**src/rtl/cr_idx_encoder_pipe.sv**
```systemverilog
// Purpose: encode a WIDTH-bit select vector (strict one-hot or lowest-set-bit priority) into a binary index plus malformed flag.
// Latency: 1 cycle from accept to out_* when the output register is free; 1 result/cycle sustained.
// Backpressure: output register plus one skid entry; in_ready (registered) drops while the skid entry is occupied.
module cr_idx_encoder_pipe #(
    parameter int WIDTH = 8,
    parameter int IDX_W = $clog2(WIDTH),
    parameter int CNT_W = 8
) (
    input  logic             clk,
    input  logic             rst,
    input  logic             in_valid,
    output logic             in_ready,
    input  logic [WIDTH-1:0] in_sel,
    input  logic             in_mode,
    output logic             out_valid,
    input  logic             out_ready,
    output logic [IDX_W-1:0] out_idx,
    output logic             out_err,
    input  logic             err_clr,
    output logic [CNT_W-1:0] err_count
);

    // Encoder results for the vector currently offered
    logic [IDX_W-1:0] w_low_idx;
    logic             w_any;
    logic             w_multi;
    logic             w_err;
    logic [IDX_W-1:0] w_idx;

    // Handshake qualifiers
    logic             w_acc;
    logic             w_xfer;

    // Output register, skid register, ready flag and error counter
    logic             r_out_vld;
    logic [IDX_W-1:0] r_out_idx;
    logic             r_out_err;
    logic             r_skid_vld;
    logic [IDX_W-1:0] r_skid_idx;
    logic             r_skid_err;
    logic             r_in_rdy;
    logic [CNT_W-1:0] r_err_cnt;

    // Lowest set bit position; scanning downwards lets the lowest hit overwrite higher ones
    always_comb begin
        w_low_idx = '0;
        for (int i = WIDTH - 1; i >= 0; i--) begin
            if (in_sel[i]) begin
                w_low_idx = IDX_W'(i);
            end
        end
    end

    // A vector with more than one bit set keeps a bit after clearing its lowest set bit
    assign w_any   = |in_sel;
    assign w_multi = |(in_sel & (in_sel - WIDTH'(1)));
    assign w_err   = !w_any || (!in_mode && w_multi);
    assign w_idx   = w_err ? '0 : w_low_idx;

    assign w_acc   = in_valid && r_in_rdy;
    assign w_xfer  = r_out_vld && out_ready;

    // Output and skid registers: skid drains first, new results fill the first free slot in order
    always_ff @(posedge clk) begin
        if (rst) begin
            r_out_vld  <= 1'b0;
            r_out_idx  <= '0;
            r_out_err  <= 1'b0;
            r_skid_vld <= 1'b0;
            r_skid_idx <= '0;
            r_skid_err <= 1'b0;
        end else if (w_xfer && r_skid_vld) begin
            // No accept can coincide here because in_ready is low while skid is full
            r_out_idx  <= r_skid_idx;
            r_out_err  <= r_skid_err;
            r_out_vld  <= 1'b1;
            r_skid_vld <= 1'b0;
        end else if (w_acc && (!r_out_vld || w_xfer)) begin
            r_out_idx  <= w_idx;
            r_out_err  <= w_err;
            r_out_vld  <= 1'b1;
        end else if (w_acc) begin
            // Output is stalled: park the new result in the skid register
            r_skid_idx <= w_idx;
            r_skid_err <= w_err;
            r_skid_vld <= 1'b1;
        end else if (w_xfer) begin
            r_out_vld  <= 1'b0;
        end
    end

    // in_ready tracks the skid occupancy one cycle later, mirroring the skid valid bit
    always_ff @(posedge clk) begin
        if (rst) begin
            r_in_rdy <= 1'b1;
        end else if (w_xfer && r_skid_vld) begin
            r_in_rdy <= 1'b1;
        end else if (w_acc && r_out_vld && !w_xfer) begin
            r_in_rdy <= 1'b0;
        end
    end

    // Saturating count of malformed accepts; a clear wins but still counts a coincident error
    always_ff @(posedge clk) begin
        if (rst) begin
            r_err_cnt <= '0;
        end else if (err_clr) begin
            r_err_cnt <= (w_acc && w_err) ? CNT_W'(1) : '0;
        end else if (w_acc && w_err && (r_err_cnt != {CNT_W{1'b1}})) begin
            r_err_cnt <= r_err_cnt + CNT_W'(1);
        end
    end

    assign in_ready  = r_in_rdy;
    assign out_valid = r_out_vld;
    assign out_idx   = r_out_idx;
    assign out_err   = r_out_err;
    assign err_count = r_err_cnt;

endmodule

```
**config.mk**
```make
export PLATFORM = sky130hd
export DESIGN_NAME = cr_idx_encoder_pipe
export DESIGN_NICKNAME = d
export VERILOG_FILES = /design/src/rtl/cr_idx_encoder_pipe.sv
export SDC_FILE = /design/constraint.sdc
export NUM_CORES = 1
export LEC_CHECK = 0
export ABC_AREA = 1
export CAP_MARGIN = 10
export CORE_MARGIN = 1
export CORE_UTILIZATION = 50
export CTS_CLUSTER_DIAMETER = 40
export CTS_CLUSTER_SIZE = 40
export DETAILED_ROUTE_END_ITERATION = 7
export DONT_BUFFER_PORTS = 1
export GPL_TIMING_DRIVEN = 0
export PLACE_DENSITY = 0.72
export SLEW_MARGIN = 40
export SYNTH_ARGS = -nofsm -noshare
export SYNTH_HDL_FRONTEND = slang
export SYNTH_SLANG_ARGS = --single-unit
```
**constraint.sdc**
```tcl
create_clock -name clk -period 3.1 [get_ports clk]
set_input_delay 0.62 -clock clk [delete_from_list [all_inputs] [get_ports clk]]
set_output_delay 0.62 -clock clk [all_outputs]
set_load 0.05 [all_outputs]
```
==> report_table.html <==
<table>
<tr><th>Metric</th><th>Value</th></tr>
<tr><th colspan="2">Global routing</th></tr>
<tr><td>Maximum number of pins on one net before global-route repair</td><td>12</td></tr>
<tr><td>Antenna violations before repair</td><td>0</td></tr>
<tr><td>GRT Util Overall</td><td>21.5%</td></tr>
<tr><td>Global-route wire length before repair</td><td>4150 um</td></tr>
<tr><td>Overflow after GRT</td><td>0</td></tr>
<tr><td>Vias in the first global route</td><td>1071</td></tr>
<tr><th colspan="2">Synth</th></tr>
<tr><td>Fraction of the yosys area taken by sequential cells</td><td>34.3%</td></tr>
<tr><td>Post-synthesis instance area</td><td>1110 sq um</td></tr>
<tr><td>Area share of xor/xnor cells in the synthesized design</td><td>1.58%</td></tr>
<tr><td>Unique cell type count in the Yosys netlist</td><td>23</td></tr>
<tr><td>Largest family of logic cells by synthesized area</td><td>simple AND/OR/NAND/NOR gates</td></tr>
<tr><td>Warning count from the yosys run</td><td>0</td></tr>
<tr><td>Synth Instances</td><td>174</td></tr>
<tr><td>Post-Synth Adder-Cell Area</td><td>1.13%</td></tr>
<tr><td>Syn_area_per_cell</td><td>6.38 sq um</td></tr>
<tr><td>Synthesized-area fraction occupied by ao, oa, aoi and oai cells</td><td>13.6%</td></tr>
<tr><td>Nets in the synthesized netlist</td><td>189</td></tr>
<tr><td>Seq cells post-synth</td><td>19</td></tr>
<tr><td>Basic-gate share of the synthesized area counting and, or, nand and nor cells</td><td>39.6%</td></tr>
<tr><td>Share of synthesized area spent on multiplexers</td><td>0%</td></tr>
<tr><th colspan="2">Power and ir drop</th></tr>
<tr><td>Design Power</td><td>457 uW</td></tr>
<tr><td>Highest ir drop seen on vdd</td><td>0.366 mV</td></tr>
<tr><td>Power per cell area</td><td>391 nW/um^2</td></tr>
<tr><td>Leak</td><td>0.000533 uW</td></tr>
<tr><th colspan="2">Setup path</th></tr>
<tr><td>Type of element launching the critical path</td><td>flop</td></tr>
<tr><td>Path type of the worst setup path</td><td>reg2reg</td></tr>
<tr><td>Highest fanout seen on the critical path</td><td>6</td></tr>
<tr><td>Worst path required time</td><td>3.34 ns</td></tr>
<tr><td>Worst setup EP type</td><td>flop</td></tr>
<tr><td>Arrival time of data at the critical path endpoint</td><td>2.27 ns</td></tr>
<tr><th colspan="2">Placement</th></tr>
<tr><td>Area of placed instances</td><td>1140 sq um</td></tr>
<tr><td>DPL Wire Length</td><td>1820 um</td></tr>
<tr><td>Number of port buffers</td><td>0</td></tr>
<tr><td>Final GP Congestion</td><td>0.824</td></tr>
<tr><td>Setup Slack @ Placement</td><td>1.10 ns</td></tr>
<tr><th colspan="2">Min path</th></tr>
<tr><td>Worst hold-check path type</td><td>in2reg</td></tr>
<tr><th colspan="2">Timing</th></tr>
<tr><td>Setup skew after layout</td><td>0.00494 ns</td></tr>
<tr><td>Pins Over Slew Limit</td><td>0</td></tr>
<tr><td>Slew of the pin with the lowest slew margin</td><td>0.623 ns</td></tr>
<tr><td>Count of endpoints failing setup in the final report</td><td>0</td></tr>
<tr><td>Final Hold Vio Count</td><td>0</td></tr>
<tr><td>Final sum of negative setup slack</td><td>0 ns</td></tr>
<tr><td>Fin crit share</td><td>65.5%</td></tr>
<tr><td>Worst slew slack as a fraction of its limit</td><td>58.4%</td></tr>
<tr><td>Tmin final</td><td>2.03 ns</td></tr>
<tr><td>Max Clk Rate</td><td>493 MHz</td></tr>
<tr><td>Unrepaired setup endpoints after global routing</td><td>false</td></tr>
<tr><td>Post-layout worst setup margin</td><td>1.07 ns</td></tr>
<tr><th colspan="2">Cells and area</th></tr>
<tr><td>Most used cells in the layout excluding fill and tap cells</td><td>nand2_1, nor2_1, inv_1, dfxtp_1</td></tr>
<tr><td>Post-Layout Inst Area</td><td>1170 sq um</td></tr>
<tr><td>Net count of the finished layout</td><td>194</td></tr>
<tr><td>Leading cell type in the layout, fill and taps excluded</td><td>nand2_1</td></tr>
<tr><td>Area growth syn-to-layout</td><td>5.52%</td></tr>
<tr><td>Count of antenna diodes in the layout</td><td>0</td></tr>
<tr><td>Fraction of layout cells with a size suffix above 1</td><td>10.1%</td></tr>
<tr><th colspan="2">Floorplan</th></tr>
<tr><td>Die Ht</td><td>49.1 um</td></tr>
<tr><td>Total die area</td><td>2410 sq um</td></tr>
<tr><td>Number of I/O pins</td><td>28</td></tr>
<tr><td>Number of rows in the core area</td><td>16</td></tr>
<tr><td>Width of the die</td><td>49.1 um</td></tr>
<tr><td>Core region area</td><td>2020 sq um</td></tr>
<tr><td>Effective utilization at floorplan</td><td>54.9%</td></tr>
<tr><th colspan="2">Routing</th></tr>
<tr><td>Vias</td><td>1080</td></tr>
<tr><td>Total wirelength of the detailed-routed design</td><td>2320 um</td></tr>
<tr><td>Pre-Repair DR Iteration Count</td><td>4</td></tr>
<tr><td>DRC violation count after routing</td><td>0</td></tr>
<tr><td>Number of antenna-violating nets in the routed design</td><td>0</td></tr>
<tr><td>Drt first-iter violations</td><td>34</td></tr>
<tr><td>DR WL/cell</td><td>11.3 um</td></tr>
<tr><td>Vias per std cell</td><td>5.27</td></tr>
<tr><th colspan="2">CTS</th></tr>
<tr><td>Clock latency at the later pin of the worst-skew pair</td><td>0.30 ns</td></tr>
<tr><td>Total clock buffers created by CTS</td><td>3</td></tr>
<tr><td>Clock tree root buffer cell</td><td>clkbuf_4</td></tr>
<tr><td>Number of clock sinks</td><td>19</td></tr>
<tr><td>Hold-fix buffers, CTS</td><td>0</td></tr>
<tr><td>TritonCTS clock tree</td><td>done</td></tr>
<tr><td>Post-CTS setup buffer count</td><td>0</td></tr>
<tr><td># H-tree levels</td><td>1</td></tr>
<tr><td>Clock buffer depth</td><td>2</td></tr>
<tr><td>Cts repair resizes</td><td>0</td></tr>
<tr><td>Clock transition time at the flip-flop clock pins of the worst setup and hold paths</td><td>0.12 ns</td></tr>
<tr><th colspan="2">Job</th></tr>
<tr><td>Max-capacitance violation count</td><td>0</td></tr>
<tr><th colspan="2">Status</th></tr>
<tr><td>Status</td><td>finished, final reports clean</td></tr>
</table>
critical path, cell delays in order, from the launching register on:
cell	delay, ns
dfxtp_1	0.74
ha_1	0.31
nand3_1	0.13
nor2_1	0.18
nand2_1	0.17
nand3_4	0.19
nand3_1	0.08
a21oi_1	0.17
metrics by stage:
step	hold WS [ns]	instances	util (%)
detailed placement	0.504	201	56.6
global placement	0.479	201	56.6
CTS	0.476	205	57.9
finish	0.482	205	57.9
floorplan	0.469	174	-
global route	0.476	205	57.9
flip-flops by register name, summed over array words and instances (netlist names):
| signal | count |
|---|---|
| r_skid_vld | 1 |
| out_idx | 3 |
| in_ready | 1 |
| out_err | 1 |
| out_valid | 1 |
| r_skid_err | 1 |
| err_count | 8 |
| r_skid_idx | 3 |
layout make-up:
| cell class | instances | area (sq um) |
|---|---|---|
| Multi-Input combinational cell | 126 | 621 |
| Inverter | 28 | 105 |
| Clock buffer | 3 | 22.5 |
| Clock inverter | 1 | 5.00 |
| Buffer | 1 | 3.75 |
| Tap cell | 27 | 33.8 |
| Sequential cell | 19 | 380 |
| Fill cell | 215 | 851 |
cells in the mapped netlist:
cell / n / area share [%]
nand2_1: 35 / 12
nor2_1: 28 / 9.5
inv_1: 25 / 8.5
dfxtp_1: 19 / 34
a21oi_1: 14 / 6.3
nand3_1: 14 / 6.3
o21ai_0: 9 / 4.1
nand4_1: 5 / 2.8
nand2_2: 4 / 2.3
inv_2: 3 / 1.0
nor3_1: 3 / 1.4
nor2_2: 2 / 1.1
o21bai_1: 2 / 1.4
xor2_1: 2 / 1.6
a21o_1: 1 / 0.68
a21oi_2: 1 / 0.79
clkbuf_1: 1 / 0.34
ha_1: 1 / 1.1
nand2_4: 1 / 1.0
nand3_4: 1 / 1.6
nor2_4: 1 / 1.0
o21ai_1: 1 / 0.45
or2_4: 1 / 0.79
where the power goes:
group | internal (uW) | switching (uW) | leakage [uW]
logic | 19.1 | 36.9 | 0.000361
clock network | 48.0 | 80.8 | 0.0000177
registers | 251 | 21.4 | 0.000154
total | 318 | 139 | 0.000533
path summary, 6_finish.rpt:
check	startpoint	endpoint	slack (ns)	cells after the start
worst min register to register	r_skid_vld	r_skid_vld	0.52	2
worst max register to register	err_count[0]	err_count[7]	1.07	7
worst max-delay path	err_count[0]	err_count[7]	1.07	7
worst min-delay path	err_clr	err_count[5]	0.48	3
per-layer routing:
| metal | GRT usage, % | up-vias | wire length, um |
|---|---|---|---|
| met5 | 0 | - | 0 |
| met4 | 4.41 | 0 | 0 |
| met3 | 5.61 | 0 | 135 |
| met2 | 39.3 | 30 | 1130 |
| met1 | 24.9 | 487 | 1060 |
| li1 | - | 563 | - |
cells by family (layout without fill, tap and decap cells):
logic type,count (synthesis),after routing
fa+ha+maj,1,1
compound gates,28,28
flops,19,19
xor+xnor,2,2
simple gates,95,95
buf+inv,29,33
Power figures use the tool's default switching activity.
